File: config.mk
export PLATFORM = sky130hd
export DESIGN_NAME = dw_chain_ctrl_flat
export DESIGN_NICKNAME = d
export VERILOG_FILES = /design/src/rtl/dw_pkg.sv /design/src/rtl/dw_chain_ctrl_if.sv /design/src/rtl/dw_tag_delay.sv /design/src/rtl/dw_chain_ctrl.sv /design/src/flat_wrapper.sv
export SDC_FILE = /design/constraint.sdc
export NUM_CORES = 1
export LEC_CHECK = 0
export CAP_MARGIN = 20
export CORE_MARGIN = 10
export CORE_UTILIZATION = 50
export CTS_CLUSTER_SIZE = 14
export DETAILED_ROUTE_END_ITERATION = 16
export PLACE_DENSITY_LB_ADDON = 0.05
export SYNTH_ARGS = -nofsm -noshare
export SYNTH_HDL_FRONTEND = slang
export SYNTH_SLANG_ARGS = --single-unit
File: constraint.sdc
create_clock -name clk -period 6.6 [get_ports clk]
set_input_delay 1.32 -clock clk [delete_from_list [all_inputs] [get_ports clk]]
set_output_delay 1.32 -clock clk [all_outputs]
set_load 0.005 [all_outputs]
File: src/rtl/dw_pkg.sv
// Shared definitions for the depthwise chain controller.
//   - default widths and chain length
//   - controller state encoding
//   - bit positions inside the sticky err vector
package dw_pkg;

    localparam int DW_DATA_WIDTH     = 8;
    localparam int DW_OUT_DATA_WIDTH = 32;
    localparam int DW_TAPS           = 3;
    localparam int DW_LEN_W          = 10;

    typedef enum logic [1:0] {
        ST_IDLE   = 2'd0,
        ST_LOAD   = 2'd1,
        ST_STREAM = 2'd2,
        ST_DRAIN  = 2'd3
    } dw_state_t;

    // err[ERR_ACT_GAP]: activation missing during STREAM
    // err[ERR_BAD_LEN]: cfg_start with a row shorter than the chain
    localparam int ERR_ACT_GAP = 0;
    localparam int ERR_BAD_LEN = 1;
    localparam int ERR_W       = 2;

endpackage

File: src/rtl/dw_chain_ctrl_if.sv
// Bundle of every non-clock/reset signal of dw_chain_ctrl.
//   cfg_*           row configuration (start pulse, length, weight reuse)
//   w_*             weight stream, tap 0 first
//   s_act_*         activation stream
//   wgt_load/_data  per-cell weight load strobes and shared weight bus
//   act             activation into cell 0
//   chain_macc      accumulator output of the last cell
//   m_valid/m_data  finished results, no backpressure
//   busy/done/err   status
// Modports: slave = controller side, master = environment side.
interface dw_chain_ctrl_if
    import dw_pkg::*;
#(
    parameter int DATA_WIDTH     = DW_DATA_WIDTH,
    parameter int OUT_DATA_WIDTH = DW_OUT_DATA_WIDTH,
    parameter int TAPS           = DW_TAPS,
    parameter int LEN_W          = DW_LEN_W
);

    logic                      cfg_start;
    logic [LEN_W-1:0]          cfg_len;
    logic                      cfg_reuse_wgt;

    logic                      w_valid;
    logic                      w_ready;
    logic [DATA_WIDTH-1:0]     w_data;

    logic                      s_act_valid;
    logic                      s_act_ready;
    logic [DATA_WIDTH-1:0]     s_act_data;

    logic [TAPS-1:0]           wgt_load;
    logic [DATA_WIDTH-1:0]     wgt_data;
    logic [DATA_WIDTH-1:0]     act;
    logic [OUT_DATA_WIDTH-1:0] chain_macc;

    logic                      m_valid;
    logic [OUT_DATA_WIDTH-1:0] m_data;

    logic                      busy;
    logic                      done;
    logic [ERR_W-1:0]          err;

    modport slave (
        input  cfg_start, cfg_len, cfg_reuse_wgt,
        input  w_valid, w_data,
        input  s_act_valid, s_act_data,
        input  chain_macc,
        output w_ready, s_act_ready,
        output wgt_load, wgt_data, act,
        output m_valid, m_data,
        output busy, done, err
    );

    modport master (
        output cfg_start, cfg_len, cfg_reuse_wgt,
        output w_valid, w_data,
        output s_act_valid, s_act_data,
        output chain_macc,
        input  w_ready, s_act_ready,
        input  wgt_load, wgt_data, act,
        input  m_valid, m_data,
        input  busy, done, err
    );

endinterface

File: src/rtl/dw_tag_delay.sv
// Fixed-depth 1-bit shift register used to line the "result is real" tag
// up with the chain's accumulator output.
//   clk    clock
//   reset  asynchronous active-high reset, clears every stage
//   din    tag entering stage 0
//   dout   tag leaving the last stage (DEPTH edges after it entered)
module dw_tag_delay #(
    parameter int DEPTH = 4
) (
    input  logic clk,
    input  logic reset,
    input  logic din,
    output logic dout
);

    logic [DEPTH-1:0] sr;

    always_ff @(posedge clk or posedge reset) begin
        if (reset) begin
            sr <= '0;
        end else begin
            sr <= {sr[DEPTH-2:0], din};
        end
    end

    assign dout = sr[DEPTH-1];

endmodule

File: src/rtl/dw_chain_ctrl.sv
// Initiator-side controller for a 1-D chain of TAPS depthwise systolic cells.
// Loads one weight per cell, streams one activation per cycle into cell 0 and
// collects valid-mode convolution results from the last cell's macc output.
//   clk    clock
//   reset  asynchronous active-high reset
//   bus    dw_chain_ctrl_if.slave: cfg, weight stream, activation stream,
//          cell-side weight/act drive, chain_macc, results and status
//
// state  | meaning
// IDLE   | waiting for cfg_start; rejects rows shorter than the chain
// LOAD   | accepting TAPS weights, one load strobe per handshake
// STREAM | exactly N cycles of activations into cell 0, gaps become zeros
// DRAIN  | flushing the tag pipe so the last results come out, then done
module dw_chain_ctrl
    import dw_pkg::*;
#(
    parameter int DATA_WIDTH     = DW_DATA_WIDTH,
    parameter int OUT_DATA_WIDTH = DW_OUT_DATA_WIDTH,
    parameter int TAPS           = DW_TAPS,
    parameter int LEN_W          = DW_LEN_W
) (
    input  logic           clk,
    input  logic           reset,
    dw_chain_ctrl_if.slave bus
);

    localparam int K_W = $clog2(TAPS);
    localparam int D_W = $clog2(TAPS + 1);

    localparam logic [K_W-1:0]   K_LAST    = K_W'(TAPS - 1);
    localparam logic [D_W-1:0]   D_LOAD    = D_W'(TAPS);
    localparam logic [LEN_W-1:0] LEN_MIN   = LEN_W'(TAPS);
    localparam logic [LEN_W-1:0] TAG_FIRST = LEN_W'(TAPS - 1);
    localparam logic [TAPS-1:0]  ONE_HOT0  = TAPS'(1);

    dw_state_t state, state_nxt;

    logic [K_W-1:0]            k_idx;
    logic [LEN_W-1:0]          j_idx;
    logic [LEN_W-1:0]          n_len;
    logic [D_W-1:0]            drain_cnt;

    logic                      start_ok;
    logic                      start_bad;
    logic                      in_load;
    logic                      in_stream;
    logic                      in_drain;
    logic                      w_ready_c;
    logic                      s_act_ready_c;
    logic                      busy_c;

    logic                      w_fire;
    logic                      k_last;
    logic                      j_last;
    logic                      drain_end;
    logic                      tag_in;
    logic                      tag_out;

    logic [TAPS-1:0]           wgt_load_q;
    logic [DATA_WIDTH-1:0]     wgt_data_q;
    logic [DATA_WIDTH-1:0]     act_q;
    logic                      m_valid_q;
    logic [OUT_DATA_WIDTH-1:0] m_data_q;
    logic                      done_q;
    logic [ERR_W-1:0]          err_q;

    assign w_fire    = in_load && bus.w_valid;
    assign k_last    = (k_idx == K_LAST);
    assign j_last    = (j_idx == n_len - LEN_W'(1));
    assign drain_end = in_drain && (drain_cnt == '0);

    // Only rows positions with a full window behind them are real results;
    // the first TAPS-1 chain outputs still hold the previous row or zeros.
    assign tag_in = in_stream && (j_idx >= TAG_FIRST);

    // ---------------------------------------------------------------- FSM

    always_ff @(posedge clk or posedge reset) begin
        if (reset) begin
            state <= ST_IDLE;
        end else begin
            state <= state_nxt;
        end
    end

    always_comb begin
        state_nxt = state;
        case (state)
            ST_IDLE: begin
                if (start_ok) begin
                    state_nxt = bus.cfg_reuse_wgt ? ST_STREAM : ST_LOAD;
                end
            end
            ST_LOAD: begin
                if (w_fire && k_last) begin
                    state_nxt = ST_STREAM;
                end
            end
            ST_STREAM: begin
                if (j_last) begin
                    state_nxt = ST_DRAIN;
                end
            end
            ST_DRAIN: begin
                if (drain_end) begin
                    state_nxt = ST_IDLE;
                end
            end
            default: state_nxt = ST_IDLE;
        endcase
    end

    always_comb begin
        start_ok      = 1'b0;
        start_bad     = 1'b0;
        in_load       = 1'b0;
        in_stream     = 1'b0;
        in_drain      = 1'b0;
        w_ready_c     = 1'b0;
        s_act_ready_c = 1'b0;
        busy_c        = 1'b1;
        case (state)
            ST_IDLE: begin
                busy_c    = 1'b0;
                start_ok  = bus.cfg_start && (bus.cfg_len >= LEN_MIN);
                start_bad = bus.cfg_start && (bus.cfg_len <  LEN_MIN);
            end
            ST_LOAD: begin
                in_load   = 1'b1;
                w_ready_c = 1'b1;
            end
            ST_STREAM: begin
                in_stream     = 1'b1;
                s_act_ready_c = 1'b1;
            end
            ST_DRAIN: begin
                in_drain = 1'b1;
            end
            default: busy_c = 1'b0;
        endcase
    end

    // ----------------------------------------------------------- counters

    always_ff @(posedge clk or posedge reset) begin
        if (reset) begin
            k_idx     <= '0;
            j_idx     <= '0;
            n_len     <= '0;
            drain_cnt <= '0;
        end else begin
            if (start_ok) begin
                k_idx <= '0;
                j_idx <= '0;
                n_len <= bus.cfg_len;
            end else begin
                if (w_fire) begin
                    k_idx <= k_idx + K_W'(1);
                end
                if (in_stream) begin
                    j_idx <= j_idx + LEN_W'(1);
                end
            end
            // Down-counter covering the TAPS+1 edges the tag pipe needs to
            // empty after the last activation.
            if (in_stream && j_last) begin
                drain_cnt <= D_LOAD;
            end else if (in_drain && (drain_cnt != '0)) begin
                drain_cnt <= drain_cnt - D_W'(1);
            end
        end
    end

    // ----------------------------------------------------------- datapath

    always_ff @(posedge clk or posedge reset) begin
        if (reset) begin
            wgt_load_q <= '0;
            wgt_data_q <= '0;
            act_q      <= '0;
        end else begin
            wgt_load_q <= '0;
            if (w_fire) begin
                wgt_load_q <= ONE_HOT0 << k_idx;
                wgt_data_q <= bus.w_data;
            end
            // The cells cannot stall, so a missing activation still uses up
            // its slot as a zero.
            act_q <= (in_stream && bus.s_act_valid) ? bus.s_act_data : '0;
        end
    end

    always_ff @(posedge clk or posedge reset) begin
        if (reset) begin
            err_q  <= '0;
            done_q <= 1'b0;
        end else begin
            done_q <= drain_end;
            if (start_ok) begin
                err_q <= '0;
            end else begin
                if (start_bad) begin
                    err_q[ERR_BAD_LEN] <= 1'b1;
                end
                if (in_stream && !bus.s_act_valid) begin
                    err_q[ERR_ACT_GAP] <= 1'b1;
                end
            end
        end
    end

    dw_tag_delay #(
        .DEPTH (TAPS + 1)
    ) u_tag_delay (
        .clk   (clk),
        .reset (reset),
        .din   (tag_in),
        .dout  (tag_out)
    );

    // chain_macc is passed through untouched; m_data keeps its last result
    // between valid cycles.
    always_ff @(posedge clk or posedge reset) begin
        if (reset) begin
            m_valid_q <= 1'b0;
            m_data_q  <= '0;
        end else begin
            m_valid_q <= tag_out;
            if (tag_out) begin
                m_data_q <= bus.chain_macc;
            end
        end
    end

    assign bus.w_ready     = w_ready_c;
    assign bus.s_act_ready = s_act_ready_c;
    assign bus.busy        = busy_c;
    assign bus.wgt_load    = wgt_load_q;
    assign bus.wgt_data    = wgt_data_q;
    assign bus.act         = act_q;
    assign bus.m_valid     = m_valid_q;
    assign bus.m_data      = m_data_q;
    assign bus.done        = done_q;
    assign bus.err         = err_q;

endmodule

File: src/flat_wrapper.sv
// flat-port wrapper written by rule: the top's interface ports become plain ports
module dw_chain_ctrl_flat import dw_pkg::*;
#(
    parameter int DATA_WIDTH     = DW_DATA_WIDTH,
    parameter int OUT_DATA_WIDTH = DW_OUT_DATA_WIDTH,
    parameter int TAPS           = DW_TAPS,
    parameter int LEN_W          = DW_LEN_W
)
  (clk, reset, bus_cfg_start, bus_cfg_len, bus_cfg_reuse_wgt, bus_w_valid, bus_w_data, bus_s_act_valid, bus_s_act_data, bus_chain_macc, bus_w_ready, bus_s_act_ready, bus_wgt_load, bus_wgt_data, bus_act, bus_m_valid, bus_m_data, bus_busy, bus_done, bus_err);
  dw_chain_ctrl_if #(.DATA_WIDTH(DATA_WIDTH), .OUT_DATA_WIDTH(OUT_DATA_WIDTH), .TAPS(TAPS), .LEN_W(LEN_W)) bus_i ();
  input  logic clk;
  input  logic reset;
  input wire logic [$bits(bus_i.cfg_start)-1:0] bus_cfg_start;
  input wire logic [$bits(bus_i.cfg_len)-1:0] bus_cfg_len;
  input wire logic [$bits(bus_i.cfg_reuse_wgt)-1:0] bus_cfg_reuse_wgt;
  input wire logic [$bits(bus_i.w_valid)-1:0] bus_w_valid;
  input wire logic [$bits(bus_i.w_data)-1:0] bus_w_data;
  input wire logic [$bits(bus_i.s_act_valid)-1:0] bus_s_act_valid;
  input wire logic [$bits(bus_i.s_act_data)-1:0] bus_s_act_data;
  input wire logic [$bits(bus_i.chain_macc)-1:0] bus_chain_macc;
  output wire logic [$bits(bus_i.w_ready)-1:0] bus_w_ready;
  output wire logic [$bits(bus_i.s_act_ready)-1:0] bus_s_act_ready;
  output wire logic [$bits(bus_i.wgt_load)-1:0] bus_wgt_load;
  output wire logic [$bits(bus_i.wgt_data)-1:0] bus_wgt_data;
  output wire logic [$bits(bus_i.act)-1:0] bus_act;
  output wire logic [$bits(bus_i.m_valid)-1:0] bus_m_valid;
  output wire logic [$bits(bus_i.m_data)-1:0] bus_m_data;
  output wire logic [$bits(bus_i.busy)-1:0] bus_busy;
  output wire logic [$bits(bus_i.done)-1:0] bus_done;
  output wire logic [$bits(bus_i.err)-1:0] bus_err;
  assign bus_i.cfg_start = bus_cfg_start;
  assign bus_i.cfg_len = bus_cfg_len;
  assign bus_i.cfg_reuse_wgt = bus_cfg_reuse_wgt;
  assign bus_i.w_valid = bus_w_valid;
  assign bus_i.w_data = bus_w_data;
  assign bus_i.s_act_valid = bus_s_act_valid;
  assign bus_i.s_act_data = bus_s_act_data;
  assign bus_i.chain_macc = bus_chain_macc;
  assign bus_w_ready = bus_i.w_ready;
  assign bus_s_act_ready = bus_i.s_act_ready;
  assign bus_wgt_load = bus_i.wgt_load;
  assign bus_wgt_data = bus_i.wgt_data;
  assign bus_act = bus_i.act;
  assign bus_m_valid = bus_i.m_valid;
  assign bus_m_data = bus_i.m_data;
  assign bus_busy = bus_i.busy;
  assign bus_done = bus_i.done;
  assign bus_err = bus_i.err;
  dw_chain_ctrl #(.DATA_WIDTH(DATA_WIDTH), .OUT_DATA_WIDTH(OUT_DATA_WIDTH), .TAPS(TAPS), .LEN_W(LEN_W)) u_core (.clk(clk), .reset(reset), .bus(bus_i));
endmodule
# == Yosys cells after proc, flatten, opt, wreduce, memory -nomap -nowiden ==
# Index checks and enable logic that the tools add are counted.
# classes
add_sub_neg,4
n_lt_le_gt_ge,3
n_eq_ne,9
shift,1
n_mux,23
n_reduce_logical,20
# ops
cell,count
$ge 10x2->1 const B,2
$mux 10,2
$mux 2,10
$reduce_bool 2->1,6
$add 10x1->10 const B,1
$eq 10x10->1,1
$logic_and 1x1->1,10
$lt 10x2->1 const B,1
$sub 10x1->10 const B,1
$mux 1,8
$mux 8,1
$ne 2x1->1 const B,4
$pmux 2 s4,1
$eq 2x2->1 const B,3
$logic_not 2->1,2
$reduce_and 4->1,1
$mux 3,1
$shl 1x2->3 const A,1
$add 2x1->2 const B,1
$eq 2x1->1 const B,1
$sub 2x1->2 const B,1
$logic_not 1->1,1
# word_totals
reg_bits,85
in_bits,64
out_inout_bits,58
word_cells,74

# == Longest topological paths before layout ==
# Gate-level depths: netlist of run 1.
# logic_depth
word_depth,6
ltp_mapped,8
mapped_depth_nobuf,8

# == Hierarchy ==
# A second synthesis of run 1 with hierarchy kept.
# unflattened
cells_unflattened,313
hier_area_um2,3865.0
# by_module_without_submodules
module,n_inst,cells_each,area_each_um2,seq_area_each_um2
dw_chain_ctrl,1,308,3761.1,2026.9
dw_tag_delay,1,5,103.8,100.1

# == Worst setup path before layout of run 1 ==
# Ideal clock, no wire load.
# synth_path
path_type,input to register
from,in bus_cfg_len[1]
to,reg u_core.err_q[0] (netlist: u_core.bus.err[0])
setup_time_ns,0.132
arrival_time_ns,2.557
t_required_ns,6.468
setup_slack_ns,3.912
path_stages,5
n_path_buf,2
cell_sequence,nand2_1 -> a31oi_1 -> clkbuf_1 -> buf_1 -> nor2_1
# synth_between
elab_chain_cells,4
word_cells_on_any_way,5
cone_classes,order compare: 1; mux: 2; reduce/logical: 2
# synth_lines
item,line_no,source
"start, declared",flat_wrapper.sv:14,input wire logic [$bits(bus_i.cfg_len)-1:0] bus_cfg_len;
$ge 10x2->1 *,dw_chain_ctrl.sv:125,start_ok = bus.cfg_start && (bus.cfg_len >= LEN_MIN);
$logic_and 1x1->1 *,dw_chain_ctrl.sv:125,
$mux 1 *,dw_chain_ctrl.sv:122,case (state)
$mux 2 / $reduce_bool 2->1 (equally long branches),--,
"end signal, assigned",dw_chain_ctrl.sv:200,err_q <= '0;
"end signal, assigned by index",dw_chain_ctrl.sv:203,err_q[ERR_BAD_LEN] <= 1'b1;
"end signal, assigned by index",dw_chain_ctrl.sv:206,err_q[ERR_ACT_GAP] <= 1'b1;
"end, declared",dw_chain_ctrl.sv:65,logic [ERR_W-1:0] err_q;
# Every way passes the cells marked *; elsewhere a longest branch is shown, timed or not.
# A chain may end at the register's enable or synchronous reset.

# == Final worst setup path of run 1 ==
# layout_path
from,reg u_core.state[0]
to,out bus_s_act_ready
# layout_between
elab_chain_cells,2
# layout_lines
item,line_no,source
"start, declared",dw_chain_ctrl.sv:36,"dw_state_t state, state_nxt;"
"start signal, assigned",dw_chain_ctrl.sv:82,state <= state_nxt;
$eq 2x2->1,dw_chain_ctrl.sv:122,
$mux 1,dw_chain_ctrl.sv:122,
"end, declared",flat_wrapper.sv:22,output wire logic [$bits(bus_i.s_act_ready)-1:0] bus_s_act_ready;
# No other way between the ends.

==> impl_metrics.csv, run 1 <==
group,metric,value,unit
status,status,"complete, no violations",
logic_synthesis,syn_area,0.00382,mm²
clock_tree,cts_max_path_buffers,2,
logic_synthesis,synth_enable_flop_cells,0,
global_route,grt_start_max_net_pins,86,
drt,wl_met1,3.80,mm
timing,setup_tns,0,ns
worst_setup_path,worstPathMaxFanout,23,
worst_hold_path,hp-class,"flip-flop to flip-flop",
logic_synthesis,synth_fa_ha_area_share,3.93,%
die,core-area,0.00733,mm²
global_route,grt_pass1_wl,14.9,mm
logic_synthesis,postSynth.asyncResetShare,100,%
timing,skew,0.0128,ns
global_route,overflow,0,
logic_synthesis,synth_top_family_by_area,"multiplexers",
power,irDropWorstVdd,0.254,mV
die,initial_core_util,52.1,%
logic_synthesis,synth_xor_area_share,4.13,%
drt,drc,0,
layout,nNetsFinal,519,
logic_synthesis,ys_ff_latch,85,
layout,drive_gt1_share,17.6,%
worst_setup_path,critPathLaunchType,"flip-flop",
global_route,grt_antenna_before_repair,0,
clock_tree,holdBufCountCts,0,
timing,finalSetupViolations,0,
flow_run,cap_viol_max_count,0,
timing,hold_violations,0,
clock_tree,clkTransAtPathRegs,0.09,ns
timing,holdWs,0.351,ns
timing,rsz0062_at_grt,"false",
drt,first_pass_iters,4,
place,place.gp.congestion,0.854,
place,dpl.hpwl,6.90,mm
drt,top_layer_used,"met4",
drt,vias_per_cell,5.11,
timing,fmax,285,MHz
clock_tree,cts.sinks,85,
logic_synthesis,synth_compound_area_share,6.97,%
clock_tree,numCtsBuffers,9,
worst_setup_path,criticalPathCategory,"flip-flop to output pin",
clock_tree,htree_levels,3,
die,ios,122,
logic_synthesis,synth_nets,394,
logic_synthesis,syn_inst,318,
die,rows,31,
die,fp.dieH,107,µm
timing,tightest_slew,0.755,ns
timing,slew_headroom,49.6,%
global_route,grtUsageTotal,16.0,%
layout,antenna_cells,0,
worst_setup_path,worstPathRequired,5.28,ns
drt,drt_iter0_markers,89,
worst_setup_path,cp-end-kind,"output pin",
clock_tree,cts_resized,0,
clock_tree,post_cts_buffers,0,
drt,wl_met2,4.65,mm
logic_synthesis,synth_ff_type,"dfrtp_1",
clock_tree,cts_tree,"done",
drt,via_count,2797,
logic_synthesis,yosysWarningCount,0,
die,dieArea,0.0115,mm²
clock_tree,root_buffer,"clkbuf_8",
layout,syn_to_final_growth,40.5,%
drt,routed_wl,9.04,mm
logic_synthesis,post_synth_and_or_nand_nor_area_fraction,12.0,%
timing,finalMaxSlewViolations,0,
logic_synthesis,syn_area_per_cell,12.0,µm²
logic_synthesis,seq_area_frac_synth,55.7,%
timing,post-route-period-util,53.2,%
logic_synthesis,ys_types,47,
drt,dr_wl_met3,482,µm
timing,finalCriticalPeriod,3.51,ns
drt,antenna_left,0,
power,power_density,423,mW/mm²
logic_synthesis,synthMuxAreaShare,14.4,%
power,leakage,0.00233,µW
worst_setup_path,arrival,2.19,ns
clock_tree,clk_latency,0.36,ns
global_route,grt_pass1_vias,2963,
place,portBuffers,121,
die,fp.dieW,107,µm
drt,wl_per_cell,16.5,µm
-- cells in the mapped netlist (2+ instances only) --
master | number | area, µm²
nand3_1 | 7 | 35.0
nor2_1 | 15 | 56.3
and3_1 | 13 | 81.3
a211o_1 | 2 | 17.5
dfrtp_1 | 85 | 2130
o211a_1 | 2 | 20.0
and2_1 | 2 | 12.5
o311a_1 | 2 | 20.0
ha_1 | 12 | 150
xnor2_1 | 5 | 43.8
or2_2 | 2 | 12.5
a31oi_1 | 2 | 12.5
inv_1 | 18 | 67.6
a21oi_1 | 7 | 35.0
xor2_1 | 13 | 114
clkbuf_1 | 6 | 22.5
nand4_1 | 5 | 31.3
nand2_1 | 24 | 90.1
or3_1 | 4 | 25.0
o21ai_0 | 9 | 45.0
nor4_1 | 4 | 25.0
nand2b_1 | 2 | 12.5
mux2_2 | 48 | 541
buf_1 | 4 | 15.0
nor3_1 | 3 | 15.0
-- layout by cell type (no fill, tap or decap), types with 2 or more instances in the layout --
cell	synthesis	layout
clkdlybuf4s50_1	0	121
dfrtp_1	85	85
mux2_2	48	48
nand2_1	24	24
inv_1	18	17
nor2_1	15	15
xor2_1	13	13
and3_1	13	13
ha_1	12	12
o21ai_0	9	9
clkbuf_8	0	9
nand3_1	7	7
a21oi_1	7	7
xnor2_1	5	5
nand4_1	5	5
nor4_1	4	4
or3_1	4	4
nor3_1	3	3
clkinvlp_4	0	3
a211o_1	2	2
or2_2	2	2
o211a_1	2	2
nand2b_1	2	2
and2_1	2	2
o311a_1	2	2
clkinv_2	0	2
buf_4	0	2
-- final cells by class --
cell class	instances	area, µm²
Timing Repair Buffer	125	1260
Inverter	18	68.8
Fill cell	520	1960
Clock buffer	9	124
Tap cell	99	124
Clock inverter	7	75.1
Sequential cell	85	2130
Multi-Input combinational cell	204	1590
-- per-stage QoR --
stage / std cells / utilization [%] / setup WS [ns] / instance area [µm²] / power [µW]
global route: 547 / 73.3 / 2.93 / 5370 / 2440
finish: 547 / 73.3 / 3.09 / 5370 / 2270
detailed placement: 529 / 70.1 / 3.15 / 5140 / 1920
global placement: 529 / 70.1 / 3.21 / 5140 / 1880
floorplan: 318 / - / 3.09 / 3820 / 1430
CTS: 545 / 72.8 / 3.07 / 5340 / 2290
-- where the power goes --
group	internal, µW	switching, µW
Combinational	610	399
Sequential	733	158
Clock	176	194
-- logic make-up (layout without fill, tap and decap cells) --
kind of cell             after synthesis  after routing
XOR/XNOR                              18             18
flip-flops                            85             85
AO/OA/AOI/OAI                         37             37
adder cells (fa/ha/maj)               12             12
multiplexers                          49             49
AND/OR/NAND/NOR                       88             88
buffers and inverters                 29            159
-- sequential cells by signal, summed over array words and instances (netlist names) --
name	count
u_core.bus.m_data	32
u_core.j_idx	10
u_core.n_len	10
u_core.bus.act	8
u_core.bus.wgt_data	8
u_core.u_tag_delay.sr	4
u_core.bus.wgt_load	3
u_core.bus.err	2
u_core.drain_cnt	2
u_core.k_idx	2
u_core.state	2
u_core.bus.done	1
u_core.bus.m_valid	1
-- layer usage --
layer	track usage (%)	vias to the layer above
met5	0	-
met4	4.77	0
met3	4.43	10
met2	28.7	69
met1	18.0	1358
li1	-	1360
-- worst max-delay path: stages, from the launching register on --
cell             delay [ns]
dfrtp_1                0.41
inv_1                  0.13
ha_1                   0.66
clkdlybuf4s50_1        0.64
-- path summary, 6_finish.rpt --
kind | start | end | slack [ns] | depth (start not counted)
max reg2reg | u_core.n_len[0] | u_core.state[0] | 4.24 | 8
min reg2reg | u_core.u_tag_delay.sr[0] | u_core.u_tag_delay.sr[1] | 0.35 | 0
min | u_core.u_tag_delay.sr[0] | u_core.u_tag_delay.sr[1] | 0.35 | 0
max in group asynchronous | reset | u_core.state[0] | 4.58 | 4
min in group asynchronous | reset | u_core.bus.m_data[13] | 1.41 | 3
max | u_core.state[0] | bus_s_act_ready | 3.09 | 3
Note: power is estimated with default switching activity, not from simulation.
==> run 2, diff against run 1 <==
--- a/config.mk
+++ b/config.mk
@@ -7,7 +7,7 @@
 export LEC_CHECK = 0
 export CAP_MARGIN = 20
 export CORE_MARGIN = 10
-export CORE_UTILIZATION = 50
+export CORE_UTILIZATION = 46
 export CTS_CLUSTER_SIZE = 14
 export DETAILED_ROUTE_END_ITERATION = 16
 export PLACE_DENSITY_LB_ADDON = 0.05
==> constraint.sdc (replaced) <==
create_clock -name clk -period 3.56 [get_ports clk]
set_input_delay 0.712 -clock clk [delete_from_list [all_inputs] [get_ports clk]]
set_output_delay 0.712 -clock clk [all_outputs]
set_load 0.005 [all_outputs]
==> impl_metrics.csv, run 2 (synthesized netlist as in run 1, its figures left out) <==
group,metric,value,unit
worst_setup_path,cp_num_buf_inv,2,
timing,finalSetupViolations,0,
flow_run,cap_viol_max_count,0,
worst_setup_path,cp-end-kind,"flip-flop",
clock_tree,htree_levels,3,
die,core-area,0.00813,mm²
drt,drt_iter0_markers,81,
worst_setup_path,worst_path_largest_cell_delay,0.48,ns
timing,slew_headroom,51.3,%
clock_tree,holdBufCountCts,0,
worst_hold_path,hold_path_depth,0,
worst_setup_path,crit_path_top_delay_cell,"nor4_1",
die,rows,33,
worst_setup_path,criticalPathCategory,"primary input to flip-flop",
global_route,overflow,0,
power,power_density,790,mW/mm²
clock_tree,root_buffer,"clkbuf_8",
die,initial_core_util,47.0,%
timing,hold_violations,0,
drt,vias_per_cell,5.12,
drt,drc,0,
power,leakage,0.00234,µW
place,dpl_cell_area,0.00517,mm²
layout,antenna_cells,0,
worst_setup_path,worstPathMaxFanout,6,
status,status,"complete, no violations",
power,irDropWorstVdd,0.381,mV
drt,via_count,2838,
worst_setup_path,cp_top_family,"compound AO/OA/AOI/OAI gates",
global_route,grt_pass1_vias,2865,
timing,post-route-period-util,71.1,%
global_route,grt_start_max_net_pins,34,
global_route,grt_pass1_wl,15.2,mm
place,portBuffers,121,
drt,routed_wl,9.28,mm
timing,skew,0.00944,ns
layout,drive_gt1_share,17.8,%
global_route,grt_antenna_before_repair,0,
layout,mostFrequentLayoutCell,"clkdlybuf4s50_1",
timing,fmax,395,MHz
clock_tree,post_cts_buffers,0,
layout,final_cell_mix,"121 x clkdlybuf4s50_1, 85 x dfrtp_1, 48 x mux2_2",
clock_tree,clk_latency,0.34,ns
timing,setup_tns,0,ns
die,fp.dieW,111,µm
worst_setup_path,worstPathRequired,3.80,ns
worst_hold_path,hp-class,"flip-flop to flip-flop",
worst_setup_path,arrival,2.77,ns
timing,rsz0062_at_grt,"false",
die,dieArea,0.0124,mm²
die,ios,122,
drt,first_pass_iters,4,
clock_tree,cts.sinks,85,
worst_setup_path,crit_path_cell_trace,"clkdlybuf4s50_1 > nor4_1 > nand3_1 > o21ai_0 > inv_1 > a31o_1 > o311a_1",
timing,tightest_slew,0.728,ns
layout,nNetsFinal,520,
drt,wl_per_cell,16.7,µm
worst_setup_path,ff2ff_path_depth,8,
layout,syn_to_final_growth,40.6,%
worst_setup_path,cp.depth,7,
clock_tree,numCtsBuffers,9,
place,place.gp.congestion,0.830,
clock_tree,cts_resized,0,
clock_tree,cts_tree,"done",
clock_tree,cts_max_path_buffers,2,
drt,antenna_left,0,
layout,design_area,0.00537,mm²
timing,finalCriticalPeriod,2.53,ns
timing,finalMaxSlewViolations,0,
global_route,grtUsageTotal,14.9,%
clock_tree,clkTransAtPathRegs,0.08,ns
layout,largest_reg_flops,32,
place,dpl.hpwl,7.12,mm
worst_setup_path,critPathLaunchType,"primary input",
power,finalPower,4240,µW
layout,fin_util,66.1,%
die,fp.dieH,111,µm
==> run 2: cell count changes in the layout (fill, tap and decap cells not counted) <==
cell        previous run  this run
buf_8                  1         0
clkinvlp_4             3         1
buf_12                 1         0
clkbuf_8               9        10
buf_4                  2         5
inv_6                  1         2
==> run 2: per-layer routing <==
layer | track usage [%] | up-vias | part of all wire, %
met3 | 4.22 | 11 | 5.6
met1 | 19.8 | 1371 | 49
met4 | 4.97 | 0 | 1.5
li1 | - | 1360 | -
met5 | 0 | - | 0
met2 | 22.6 | 96 | 44
==> run 2: stage by stage <==
stage	worst slack, ns	instances	hold WS [ns]
after floorplan	0.655	318	0.331
after global placement	0.752	538	0.333
after detailed placement	0.659	538	0.338
after CTS	1.02	554	0.358
after global routing	0.722	554	0.356
final	1.03	554	0.356
==> run 2: layout make-up <==
class,instances,area [µm²]
multi-input combinational,204,1590
fill,642,2760
clock buffer,10,138
timing repair buffer,126,1250
clock inverter,6,68.8
inverter,18,68.8
tap,105,131
sequential,85,2130
==> run 2: worst reg2reg max path: cells and delay by family (launching register included) <==
| family | cells | cell delay [ns] |
|---|---|---|
| flip-flops | 1 | 0.45 |
| AO/OA/AOI/OAI | 4 | 0.80 |
| adder cells (fa/ha/maj) | 1 | 0.29 |
| AND/OR/NAND/NOR | 2 | 0.61 |
| buffers and inverters | 1 | 0.10 |
==> run 2: path summary, 6_finish.rpt <==
| check | from | end | slack [ns] |
|---|---|---|---|
| max in group asynchronous | reset | u_core.bus.m_data[10] | 2.08 |
| setup / recovery | bus_cfg_len[5] | u_core.state[0] | 1.03 |
| hold / removal | u_core.u_tag_delay.sr[2] | u_core.u_tag_delay.sr[3] | 0.36 |
| hold reg to reg | u_core.u_tag_delay.sr[2] | u_core.u_tag_delay.sr[3] | 0.36 |
| setup reg to reg | u_core.n_len[0] | u_core.state[0] | 1.25 |
| min in group asynchronous | reset | u_core.bus.m_data[15] | 0.70 |
==> run 2: report_power, final <==
group / total, µW / switching, µW / internal (µW)
registers: 1640 / 284 / 1360
clock network: 707 / 359 / 349
logic: 1890 / 764 / 1130
